`config.mk`:
```
export PLATFORM = sky130hd
export DESIGN_NAME = instr_fetch_unit
export DESIGN_NICKNAME = d
export VERILOG_FILES = /design/src/rtl/cpu_pkg.sv /design/src/rtl/ifu_fifo.sv /design/src/rtl/instr_fetch_unit.sv
export SDC_FILE = /design/constraint.sdc
export NUM_CORES = 1
export LEC_CHECK = 0
export ABC_AREA = 1
export CAP_MARGIN = 20
export CORE_ASPECT_RATIO = 1.75
export CORE_MARGIN = 2
export CORE_UTILIZATION = 51
export DETAILED_ROUTE_END_ITERATION = 12
export PLACE_DENSITY = 0.88
export SLEW_MARGIN = 0
export SYNTH_ARGS = -nofsm -noshare
export SYNTH_HDL_FRONTEND = slang
export SYNTH_SLANG_ARGS = --single-unit
export TNS_END_PERCENT = 10
```
`constraint.sdc`:
```
create_clock -name clk -period 2.45 [get_ports clk]
set_clock_uncertainty 0.1 [all_clocks]
set_input_delay 0.49 -clock clk [delete_from_list [all_inputs] [get_ports clk]]
set_output_delay 0.49 -clock clk [all_outputs]
set_load 0.05 [all_outputs]
```
`src/rtl/cpu_pkg.sv`:
```
// Shared CPU definitions: fetch FSM states, datapath widths, opcode constants and the
// packed {pc, instr} entry carried through the prefetch buffer.
package cpu_pkg;

    localparam int INSTR_W = 16;
    localparam int PC_W    = 16;

    localparam logic [3:0] OP_JMP  = 4'b1100;
    localparam logic [3:0] OP_CALL = 4'b1101;
    localparam logic [3:0] OP_RET  = 4'b1110;

    typedef enum logic [1:0] {
        S_BOOT,
        S_RUN,
        S_FULL
    } ifu_state_t;

    typedef struct packed {
        logic [PC_W-1:0]    pc;
        logic [INSTR_W-1:0] instr;
    } fetch_entry_t;

endpackage

```
`src/rtl/ifu_fifo.sv`:
```
// Prefetch circular buffer of packed entries with push/pop/clear and an occupancy count.
// Latency: a pushed entry is visible at the head the cycle after its write edge.
// Backpressure: none internal; the caller bounds occupancy, push+pop at full is legal, clear wins.
module ifu_fifo #(
    parameter int DEPTH = 4,
    parameter int W     = 32
) (
    input  logic                   clk,
    input  logic                   rst,
    input  logic                   push_vld,
    input  logic [W-1:0]           push_dat,
    input  logic                   pop_vld,
    input  logic                   clear,
    output logic [W-1:0]           head_dat,
    output logic [$clog2(DEPTH):0] count
);

    localparam int            AW       = $clog2(DEPTH);
    localparam logic [AW-1:0] PTR_MASK = AW'(DEPTH - 1);
    localparam logic [AW:0]   CNT_ONE  = (AW + 1)'(1);

    logic [W-1:0]  mem [DEPTH];
    logic [AW-1:0] rd_ptr;
    logic [AW-1:0] wr_ptr;
    logic          do_pop;

    assign do_pop   = pop_vld && (count != '0);
    assign head_dat = mem[rd_ptr];

    always_ff @(posedge clk or negedge rst) begin
        if (!rst) begin
            rd_ptr <= '0;
            wr_ptr <= '0;
            count  <= '0;
        end else if (clear) begin
            rd_ptr <= '0;
            wr_ptr <= '0;
            count  <= '0;
        end else begin
            if (push_vld) wr_ptr <= (wr_ptr + 1'b1) & PTR_MASK;
            if (do_pop)   rd_ptr <= (rd_ptr + 1'b1) & PTR_MASK;
            case ({push_vld, do_pop})
                2'b10:   count <= count + CNT_ONE;
                2'b01:   count <= count - CNT_ONE;
                default: count <= count;
            endcase
        end
    end

    // Storage needs no reset: the head is only consumed while count is non-zero.
    always_ff @(posedge clk) begin
        if (push_vld && !clear) mem[wr_ptr] <= push_dat;
    end

endmodule

```
`src/rtl/instr_fetch_unit.sv`:
```
// Fetch stage: issues PC+1 reads to imem, buffers returns in a prefetch FIFO, serves decode.
// Latency: 3 cycles reset-release to first instr_valid, 1 instr/cycle steady, redirect target at head 2 cycles later.
// Backpressure: instr_ready low fills DEPTH slots (read in flight included) then issue stops until a pop.
// Optional build macro IFU_PERF_CNT_EN adds saturating stall_cycles / flush_count outputs.
module instr_fetch_unit
    import cpu_pkg::*;
#(
    parameter int              DEPTH    = 4,
    parameter logic [PC_W-1:0] RESET_PC = 16'h0000
) (
    input  logic               clk,
    input  logic               rst,
    output logic               imem_en,
    output logic [PC_W-1:0]    imem_addr,
    input  logic [INSTR_W-1:0] imem_rdata,
    output logic               instr_valid,
    output logic [INSTR_W-1:0] instr,
    output logic [PC_W-1:0]    instr_pc,
    input  logic               instr_ready,
    input  logic               redirect_valid,
    input  logic [PC_W-1:0]    redirect_pc
`ifdef IFU_PERF_CNT_EN
    ,
    output logic [15:0]        stall_cycles,
    output logic [15:0]        flush_count
`endif
);

    localparam int          CW        = $clog2(DEPTH) + 1;
    localparam logic [CW:0] DEPTH_LIM = (CW + 1)'(DEPTH);

    ifu_state_t      state;
    ifu_state_t      state_nxt;
    logic [PC_W-1:0] fetch_pc;
    logic            epoch;
    logic            epoch_nxt;
    logic            inflight;
    logic            inflight_epoch;
    logic [PC_W-1:0] inflight_pc;
    logic [CW-1:0]   count;
    logic [CW:0]     occupancy;
    logic            issue;
    logic            pop;
    logic            push;
    fetch_entry_t    head;
    fetch_entry_t    held;
    fetch_entry_t    push_entry;

    assign occupancy   = {1'b0, count} + {{CW{1'b0}}, inflight};
    assign instr_valid = (count != '0);
    assign pop         = instr_valid && instr_ready;
    assign epoch_nxt   = epoch ^ redirect_valid;
    // A redirect clears the FIFO on this edge, so the word returning now is never kept.
    assign push        = inflight && (inflight_epoch == epoch) && !redirect_valid;
    assign push_entry  = '{pc: inflight_pc, instr: imem_rdata};

    assign imem_en   = issue;
    assign imem_addr = redirect_valid ? redirect_pc : fetch_pc;

    // Outputs hold the last presented word while the FIFO is empty.
    assign instr    = instr_valid ? head.instr : held.instr;
    assign instr_pc = instr_valid ? head.pc    : held.pc;

    always_ff @(posedge clk or negedge rst) begin
        if (!rst) state <= S_BOOT;
        else      state <= state_nxt;
    end

    always_comb begin
        state_nxt = state;
        issue     = 1'b0;
        if (redirect_valid) begin
            state_nxt = S_RUN;
            issue     = 1'b1;
        end else begin
            case (state)
                S_BOOT: state_nxt = S_RUN;
                S_RUN: begin
                    if (occupancy < DEPTH_LIM) issue = 1'b1;
                    else                       state_nxt = S_FULL;
                end
                S_FULL: if (pop) state_nxt = S_RUN;
                default: state_nxt = S_BOOT;
            endcase
        end
    end

    always_ff @(posedge clk or negedge rst) begin
        if (!rst) begin
            fetch_pc       <= RESET_PC;
            epoch          <= 1'b0;
            inflight       <= 1'b0;
            inflight_epoch <= 1'b0;
            inflight_pc    <= '0;
            held           <= '0;
        end else begin
            epoch    <= epoch_nxt;
            inflight <= issue;
            if (issue) begin
                inflight_pc    <= imem_addr;
                inflight_epoch <= epoch_nxt;
                fetch_pc       <= imem_addr + 1'b1;
            end
            if (instr_valid) held <= head;
        end
    end

    ifu_fifo #(
        .DEPTH (DEPTH),
        .W     ($bits(fetch_entry_t))
    ) u_fifo (
        .clk      (clk),
        .rst      (rst),
        .push_vld (push),
        .push_dat (push_entry),
        .pop_vld  (pop),
        .clear    (redirect_valid),
        .head_dat (head),
        .count    (count)
    );

`ifdef IFU_PERF_CNT_EN
    always_ff @(posedge clk or negedge rst) begin
        if (!rst) begin
            stall_cycles <= '0;
            flush_count  <= '0;
        end else begin
            if (!instr_valid && (state != S_BOOT) && (stall_cycles != 16'hFFFF))
                stall_cycles <= stall_cycles + 1'b1;
            if (redirect_valid && (flush_count != 16'hFFFF))
                flush_count <= flush_count + 1'b1;
        end
    end
`endif

endmodule

```
==> results.txt, run 1 <==
- Crit-path most repeated cell: sky130_fd_sc_hd__buf_12
* Most numerous cell in the Yosys netlist: sky130_fd_sc_hd__nor2_1
- The synthesized design contains 128 enable-type register cells.
* Cell types with the largest area share after synthesis: sky130_fd_sc_hd__edfxtp_1 46%, sky130_fd_sc_hd__dfrtp_1 23%, sky130_fd_sc_hd__nor2_1 8.1%
- In this run the cell area measured after placement is 10,200 µm².
- Entering global routing, the biggest net connects 42 pins.
- Final Hold Violating Endpoints: 0
- Via count: 6,716
- Seq/Total Area, Yosys: 0.689
- Total Neg Setup Slack: -3.56 ns
* Post-Synthesis Cells: 766
- CP max stage cell: sky130_fd_sc_hd__dfrtp_2
- Traced cell by cell, the critical path runs through buf_12 -> buf_12 -> buf_12 -> nor2_1 -> nor2_1 -> o21ai_1 -> a31oi_2 -> buf_12.
* Number of warnings printed during yosys synthesis: 0
- After floorplanning, the core was divided into 61 placement rows.
- Fillcell total: 870
- N_diodes: 0
- The max-slew violation count is 0.
- Top fanout value on the critical path: 7
- Power spread over the standard cell area amounts to 1520 nW/µm².
* Count of non-filler cells in the finished layout: 1,112
- Routed wirelength normalized by instance count: 22.5 µm
- Max Clk Rate: 0.374 GHz
- Floorplan core area: 16,000 µm²
* Smallest hold slack: 0.390 ns
- The commonest cells after synthesis are 181 x sky130_fd_sc_hd__nor2_1, 128 x sky130_fd_sc_hd__edfxtp_1, 114 x sky130_fd_sc_hd__nand2_1.
- Worst hold path class: reg2reg
- Fraction of met3 tracks used by global routing: 0.0299
- The floorplan step defined a die boundary enclosing 17,400 µm².
* Switching share of total power: 0.406
- Total power of the final layout: 17.9 mW
* Maximum level of the CTS H-tree: 1
- Critical path endpoint category: primary output
- The checks that failed: setup timing.
* Met1 Usage GRT: 0.299
- The number of buffers and inverters on the critical path is 4.
- The share of synthesized area in the top cell type comes to 0.461.
* CP top delay family: buffers and inverters
- After the last flow step, the layout net total stands at 953.
* Startpoint kind of the worst setup timing path: register
- Setup repair after global routing missed its margin: true
- Minimum clock period after layout: 2.67 ns
* Clock insertion delay at the later pin of the skew report: 0.49 ns
- Summed over all nets, the switching power comes to 7.26 mW.
* Pre-CTS setup slack: 0.00410 ns
* Area of the mapped netlist: 8340 µm²
- Routed wire length: 25.0 mm
- Flop and latch count out of synthesis: 204
- The initial antenna violation count came to 0.
- In the global route stage, overall resource usage came out at 0.260.
- For the worst setup path, the data arrival time is 2.08 ns.
- Startpoint of the worst-slack reg-to-reg timing path: u_fifo.count[1]$_DFFE_PN0P_
* Run status: finished with violations
- Synth cell types: 33
- In the final layout, the multi-input gates occupy 2720 µm².
- Max Root-Sink Buffers: 3
- Overall die height: 173 µm
* Fraction of the cycle the final worst path needs: 1.09
- Number of nets produced by synthesis: 808
- GRT met2 Usage: 0.475
- The worst register-to-register path has a setup slack of 0.06 ns.
- At the worst endpoint, the required time is 1.86 ns.
- Hold path start: state[0]$_DFFE_PN0P_
* Initial DRC Count: 778
* P&R area growth vs syn: 41.0%
* Final setup violating endpoints: 32
* Slowest cell delay on critical path: 0.44 ns
* Fraction of final layout cells sized beyond drive strength 1: 0.283
* DRC violations left: 0
* Most congested layer reported by global routing: met2
* Combinational cell fraction of total power: 0.527
- Port buffering added 85 buffers.
* Number of buffers added by the clock tree synthesis step: 18
* Leading area contributor after synthesis: sky130_fd_sc_hd__edfxtp_1
- The first TritonRoute pass finished after 6 iterations.
* Worst Path Class, Setup: reg2out
- FFs w/ async S/R, synth: 0.373
* Wire length of the first global-routing pass: 35.0 mm
- Global routing finished with a remaining overflow of 0.
- Worst-case setup margin in the final layout: -0.223 ns
* Most common flop cell mapped by yosys: sky130_fd_sc_hd__edfxtp_1
- Cell-internal power: 10.6 mW
* Leakage power summed over all cells: 4.63 nW
- Of the total power, registers draw 0.300.
- Worst IR drop on VDD: 723 µV
* Max Cap Viol: 0
- After clock tree synthesis, the clock-pin slew on the worst setup and hold paths is 0.07 ns.
- Part of the total power dissipated in the clock network: 0.172
* Headroom to the max-slew limit: 0.634
- After routing the design area is 11,800 µm².
- Number of ports placed on the die boundary: 86
- Number of global-route vias before repair: 6,601
* Share of the core filled with cells in the final layout: 0.737
* Cell count after placement: 1,038
* Critical path startpoint: u_fifo.rd_ptr[0]$_DFFE_PN0P_
- At the end of routability-driven placement, the weighted congestion stood at 0.954.
- TritonCTS built the clock tree.
* Register Area: 5750 µm²
- Clk root buf: sky130_fd_sc_hd__clkbuf_16
- In the routed layout, each cell is associated on average with a via count of 6.04.
- The count of nets left with antenna violations once routing finished came out at 0.
- Slew @ Worst Pin: 0.549 ns
- The clock net in this run drives a total of 204 sinks.
* Synthesized area divided by synthesized cell count: 10.9 µm²
- For this configuration, the core starts out at a cell density of 0.523.
* DIE WIDTH: 101 µm
- Post-detailed-placement half-perimeter wirelength: 11.7 mm
## power groups by stage
| stage | Sequential (mW) | Combinational [mW] | Clock, mW |
|---|---|---|---|
| after floorplan | 5.17 | 4.00 | 0 |
| after global placement | 5.26 | 7.26 | 0 |
| after detailed placement | 5.31 | 7.42 | 0 |
| after CTS | 5.29 | 8.34 | 3.01 |
| after global routing | 5.44 | 9.78 | 3.21 |
| final | 5.37 | 9.43 | 3.08 |
## path summary, 6_finish.rpt
path,depth (start not counted),to
setup / recovery,8,instr_pc[0]
hold / removal,1,state[0]$_DFFE_PN0P_
setup reg to reg,13,u_fifo.count[2]$_DFFE_PN0P_
hold reg to reg,1,state[0]$_DFFE_PN0P_
max in group asynchronous,3,u_fifo.rd_ptr[0]$_DFFE_PN0P_
min in group asynchronous,2,held[25]$_DFFE_PN0N_
## kinds of logic (layout without fill, tap and decap cells)
| kind of cell | after synthesis | in the layout | synth area share |
|---|---|---|---|
| buffers and inverters | 72 | 229 | 0.0368 |
| AO/OA/AOI/OAI | 132 | 132 | 0.0873 |
| AND/OR/NAND/NOR | 348 | 348 | 0.173 |
| adder cells (fa/ha/maj) | 6 | 6 | 0.00990 |
| XOR/XNOR | 4 | 4 | 0.00420 |
| flip-flops | 204 | 204 | 0.689 |
## cell type report
class,count,share of cell area
sequential,204,0.489
multi-input combinational,490,0.231
inverter,34,0.0111
clock inverter,12,0.0126
clock buffer,20,0.0416
timing repair buffer,163,0.195
tap,189,0.0201
## layer usage
metal  share of wire  wire length, µm
met5               0                0
met4           0.050             1250
met3           0.069             1730
met2            0.55            13700
met1            0.33             8350
## cells in the final DEF (no fill, tap or decap), types with 4 or more instances in the layout
| cell | n |
|---|---|
| sky130_fd_sc_hd__a31oi_1 | 4 |
| sky130_fd_sc_hd__ha_1 | 5 |
| sky130_fd_sc_hd__nand2_2 | 18 |
| sky130_fd_sc_hd__nand2_1 | 114 |
| sky130_fd_sc_hd__o21ai_2 | 12 |
| sky130_fd_sc_hd__nor2_1 | 160 |
| sky130_fd_sc_hd__o21ai_1 | 24 |
| sky130_fd_sc_hd__clkbuf_16 | 24 |
| sky130_fd_sc_hd__edfxtp_1 | 128 |
| sky130_fd_sc_hd__a31oi_4 | 9 |
| sky130_fd_sc_hd__buf_12 | 66 |
| sky130_fd_sc_hd__o21ai_0 | 50 |
| sky130_fd_sc_hd__inv_1 | 25 |
| sky130_fd_sc_hd__nand4_1 | 6 |
| sky130_fd_sc_hd__a21oi_1 | 4 |
| sky130_fd_sc_hd__inv_2 | 8 |
| sky130_fd_sc_hd__a31oi_2 | 22 |
| sky130_fd_sc_hd__nand3_1 | 17 |
| sky130_fd_sc_hd__buf_6 | 7 |
| sky130_fd_sc_hd__dfrtp_1 | 75 |
| sky130_fd_sc_hd__buf_4 | 48 |
| sky130_fd_sc_hd__nor2_2 | 14 |
| sky130_fd_sc_hd__nor2_4 | 12 |
| sky130_fd_sc_hd__clkdlybuf4s50_1 | 34 |
## sequential cells by signal, summed over array words and instances (netlist names)
register / flops
epoch: 1
held: 32
u_fifo.count: 3
u_fifo.rd_ptr: 2
u_fifo.wr_ptr: 2
state: 2
u_fifo.mem: 128
inflight: 1
inflight_epoch: 1
inflight_pc: 16
fetch_pc: 16
## timing repair
item | CTS | global route
pin swaps | 15 | 23
endpoints found under the hold margin | 35 | 0
cloned | 4 | 6
resized for setup | 75 | 60
setup buffers | 13 | 20
setup endpoints to repair | 32 | 32
hold buffers | 1 | 0
Note: power is estimated with default switching activity, not from simulation.
==> run 2, diff against run 1 <==
--- a/config.mk
+++ b/config.mk
@@ -9,9 +9,10 @@
 export CAP_MARGIN = 20
 export CORE_ASPECT_RATIO = 1.75
 export CORE_MARGIN = 2
-export CORE_UTILIZATION = 51
+export CORE_UTILIZATION = 57
 export DETAILED_ROUTE_END_ITERATION = 12
-export PLACE_DENSITY = 0.88
+export DONT_BUFFER_PORTS = 1
+export PLACE_DENSITY = 0.87
 export SLEW_MARGIN = 0
 export SYNTH_ARGS = -nofsm -noshare
 export SYNTH_HDL_FRONTEND = slang
==> run 2 against run 1 <==
  * Cell area decreased by 14%
  * Utilization shrank 3.6 points
  * The run still ends with setup timing left
  * Worst setup slack better by 0.13 ns
  * Largest power group unchanged
  * Largest cell class unchanged
  * Critical path depth is 2 lower
  * Non-clock buffer count fell by 68
  * Combinational power fell by 36%
  * Worst hold slack worse by 0.37 ns
  * Critical path type unchanged
  * Sequential power down 2%
==> results.txt, run 2 (synthesis results as in run 1) <==
- The flow ran to the end, but the final reports show violations.
* Failing checks: setup timing
- The critical path ends at instr_pc[1].
- The maximum clock frequency came to 0.394 GHz (+5.2%).
- The wire length reported by the detailed router was 19.0 mm (-24%).
- DIE WIDTH: 95.4 µm (-5.2%)
* Critical path startpoint: u_fifo.rd_ptr[0]$_DFFE_PN0P_
* Commonest cells after routing, fill and taps aside: 170 x sky130_fd_sc_hd__nor2_1, 128 x sky130_fd_sc_hd__edfxtp_1, 114 x sky130_fd_sc_hd__nand2_1, 75 x sky130_fd_sc_hd__dfrtp_1, 58 x sky130_fd_sc_hd__buf_4
- The worst-case hold slack is 0.0200 ns (-0.370 ns).
- Data arrival time of the worst path: 1.95 ns (-0.13 ns)
* Average vias per placed instance: 5.64 (-6.6%)
* Fraction of the cycle the final worst path needs: 1.04 (-0.0536)
* Floorplan core area: 14,400 µm² (-9.9%)
- The buffering stage count on the worst path with inverters included is 4 (unchanged).
- The largest stage delay on the critical path is 0.46 ns (+0.02 ns).
- Worst hold path class: in2reg
- The relative contribution of the clock network to total power was 0.201 (+0.029).
* First-pass DRT Iterations: 5 (-1)
- The routability-driven placement congestion ratio came to 0.815 (-15%).
- The total routing resource utilization after global routing was 0.244 (-0.0164).
- The count of pins on the block boundary was 86 (unchanged).
- Register share of total power: 0.373 (+0.073)
- The final critical path time including I/O delays and setup came to 2.54 ns (-0.131 ns).
- The overall power of the completed layout is 14.1 mW (-21%).
* Initial antenna violation count: 1 (+1)
* Max Root-Sink Buffers: 3 (unchanged)
- In this run the clock root is driven by a sky130_fd_sc_hd__clkbuf_16.
* Number of core rows: 58 (-4.9%)
* Startpoint of the worst-slack reg-to-reg timing path: u_fifo.count[0]$_DFFE_PN0P_
* Top fanout value on the critical path: 20 (+13)
* DRC violations left: 0 (unchanged)
* Worst Path Class, Setup: reg2out
- The number of inserted filler cells in the final layout came to 976 (+12%).
* Setup repair after global routing missed its margin: true
- Number of nets in the layout: 886 (-7.0%)
* Startpoint kind of the worst setup timing path: register
- The proportion of layout cells with a drive suffix above 1 came to 0.198 (-0.0844).
- Largest registers ranked by flip-flop count: u_fifo.mem x128, held x32
- Placed inst area: 9020 µm² (-11%)
- Largest net degree at the start of global routing: 77 (+83%)
* Clock insertion delay at the later pin of the skew report: 0.50 ns (about the same)
- Slew Viols, Final: 0 (unchanged)
- Largest register FFs: 128 (unchanged)
- Critical path endpoint category: primary output
* Most frequent standard cell in the layout excluding fill and tap cells: sky130_fd_sc_hd__nor2_1
- Max Cap Viol: 0 (unchanged)
- Overall die height: 164 µm (-5.3%)
- The final critical-path setup slack was -0.0912 ns (+0.131 ns).
- Reg-to-reg slack, setup: 0.29 ns (+0.23 ns)
- The peak supply drop is 991 µV (+37%).
* Headroom to the max-slew limit: 0.710 (+0.0756)
- Leakage power summed over all cells: 3.99 nW (-14%)
* R2R Path End: u_fifo.count[2]$_DFFE_PN0P_
- Power density of the placed cells: 1400 nW/µm² (-7.6%)
* CP max stage cell: sky130_fd_sc_hd__dfrtp_2
* Number of stages on the worst setup path: 6 (-2)
- The final standard cell area without fillers is 10,100 µm² (-14%).
- The required time of the worst setup path is 1.86 ns (about the same).
* CP top delay family: buffers and inverters
- Number of buffers added by the clock tree synthesis step: 19 (+1)
- The number of nets with antenna violations after routing is 0 (unchanged).
- Total Neg Setup Slack: -1.76 ns (+1.79 ns)
- Final setup violating endpoints: 30 (-6.3%)
* Register with the most flip-flops: u_fifo.mem
* Switching share of total power: 0.423 (+0.0169)
- Remaining Overflow, GRT: 0 (unchanged)
* Cell-internal power: 8.16 mW (-23%)
- Share of the core filled with cells in the final layout: 0.701 (-0.0358)
* Area of the die: 15,600 µm² (-10%)
- The cell count of the worst reg-to-reg path came to 11 (-2).
* Slew @ Worst Pin: 0.436 ns (-0.113 ns)
- Via count: 5,854 (-13%)
* Maximum level of the CTS H-tree: 1 (unchanged)
- Number of global-route vias before repair: 5,851 (-11%)
- Cell-by-cell listing of the critical path: clkinvlp_4 -> buf_12 -> buf_16 -> o21ai_1 -> a31oi_1 -> buf_4
- TritonCTS clock tree: done
* Post-detailed-placement half-perimeter wirelength: 11.0 mm (-5.9%)
- The global-route wire length before repair came to 28.8 mm (-18%).
- The count of port buffers added during placement came to 0 (-100%).
- Final Hold Violating Endpoints: 0 (unchanged)
- The portion of total power attributed to combinational logic is 0.426 (-0.101).
- The area growth from synthesis to layout is 20.9%.
- The total number of clock tree sinks came to 204 (unchanged).
- The routed length per placed instance is 18.3 µm (-19%).
- The effective utilization at floorplan is 0.580 (+0.0576).
- Clock transition at the registers of the reported paths: 0.07 ns (about the same)
* Total net switching power: 5.99 mW (-18%)
- The initial DRC count came to 452 (-42%).
[run 2: cell count changes in the layout (fill, tap and decap cells not counted), sizes merged]
cell	before	now
bufinv	3	1
clkinv	7	5
clkdlybuf4s50	34	0
inv	34	37
buf	123	77
clkbuf	25	24
diode	0	1
dlygate4sd3	1	17
[run 2: layout make-up]
type | instances | area, µm² | area share
Clock inverter | 11 | 103 | 0.0102
Antenna cell | 1 | 2.50 | 0.000248
Multi-Input combinational cell | 490 | 2420 | 0.241
Clock buffer | 23 | 490 | 0.0487
Sequential cell | 204 | 5750 | 0.570
Inverter | 34 | 131 | 0.0130
Timing Repair Buffer | 95 | 955 | 0.0947
Tap cell | 180 | 225 | 0.0223
[run 2: power by group through the flow]
stage | logic, mW | clock network, mW | registers, mW
2_1_floorplan | 4.00 | 0 | 5.17
3_3_place_gp | 5.39 | 0 | 5.27
3_5_place_dp | 5.53 | 0 | 5.32
4_1_cts | 5.87 | 2.87 | 5.26
5_1_grt | 6.42 | 3.03 | 5.37
6_report | 6.02 | 2.85 | 5.28
[run 2: worst min-delay path by stage]
stage	start	end	cells past startpoint
2_1_floorplan	rst	epoch$_DFF_PN0_	0
3_3_place_gp	rst	held[29]$_DFFE_PN0N_	0
3_5_place_dp	rst	held[29]$_DFFE_PN0N_	0
4_1_cts	redirect_valid	epoch$_DFF_PN0_	1
5_1_grt	redirect_valid	epoch$_DFF_PN0_	1
6_report	redirect_valid	epoch$_DFF_PN0_	1
[run 2: routing by layer]
layer  share of wire  vias up  GRT usage
met2            0.55      227      0.450
li1                -     2760          -
met5               0        -          0
met1            0.36     2823      0.267
met4           0.036        0      0.115
met3           0.060       44     0.0372
[run 2: repair_timing]
item	in CTS	in global routing
hold buffers	18	0
setup endpoints to repair	32	33
setup buffers	6	0
pin swaps	10	17
gates cloned	1	1
hold endpoints to repair	140	0
gates resized for setup	46	33
[run 2: metrics by stage]
step | setup WS (ns) | std cells
6_report | -0.0912 | 1038
4_1_cts | -0.0550 | 1036
2_1_floorplan | -0.346 | 766
3_5_place_dp | 0.332 | 977
5_1_grt | -0.159 | 1038
3_3_place_gp | 0.390 | 977
[run 2: worst reg2reg max path, stage by stage, from the launching register on]
cell and delay [ns]:
sky130_fd_sc_hd__dfrtp_1 0.42, sky130_fd_sc_hd__inv_1 0.14, sky130_fd_sc_hd__nand3_4 0.12, sky130_fd_sc_hd__nand2_1 0.13
sky130_fd_sc_hd__inv_1 0.09, sky130_fd_sc_hd__nand2_1 0.15, sky130_fd_sc_hd__inv_1 0.07, sky130_fd_sc_hd__fa_1 0.38
sky130_fd_sc_hd__xnor2_1 0.15, sky130_fd_sc_hd__xor2_1 0.16, sky130_fd_sc_hd__nand2_1 0.06, sky130_fd_sc_hd__o21ai_0 0.08
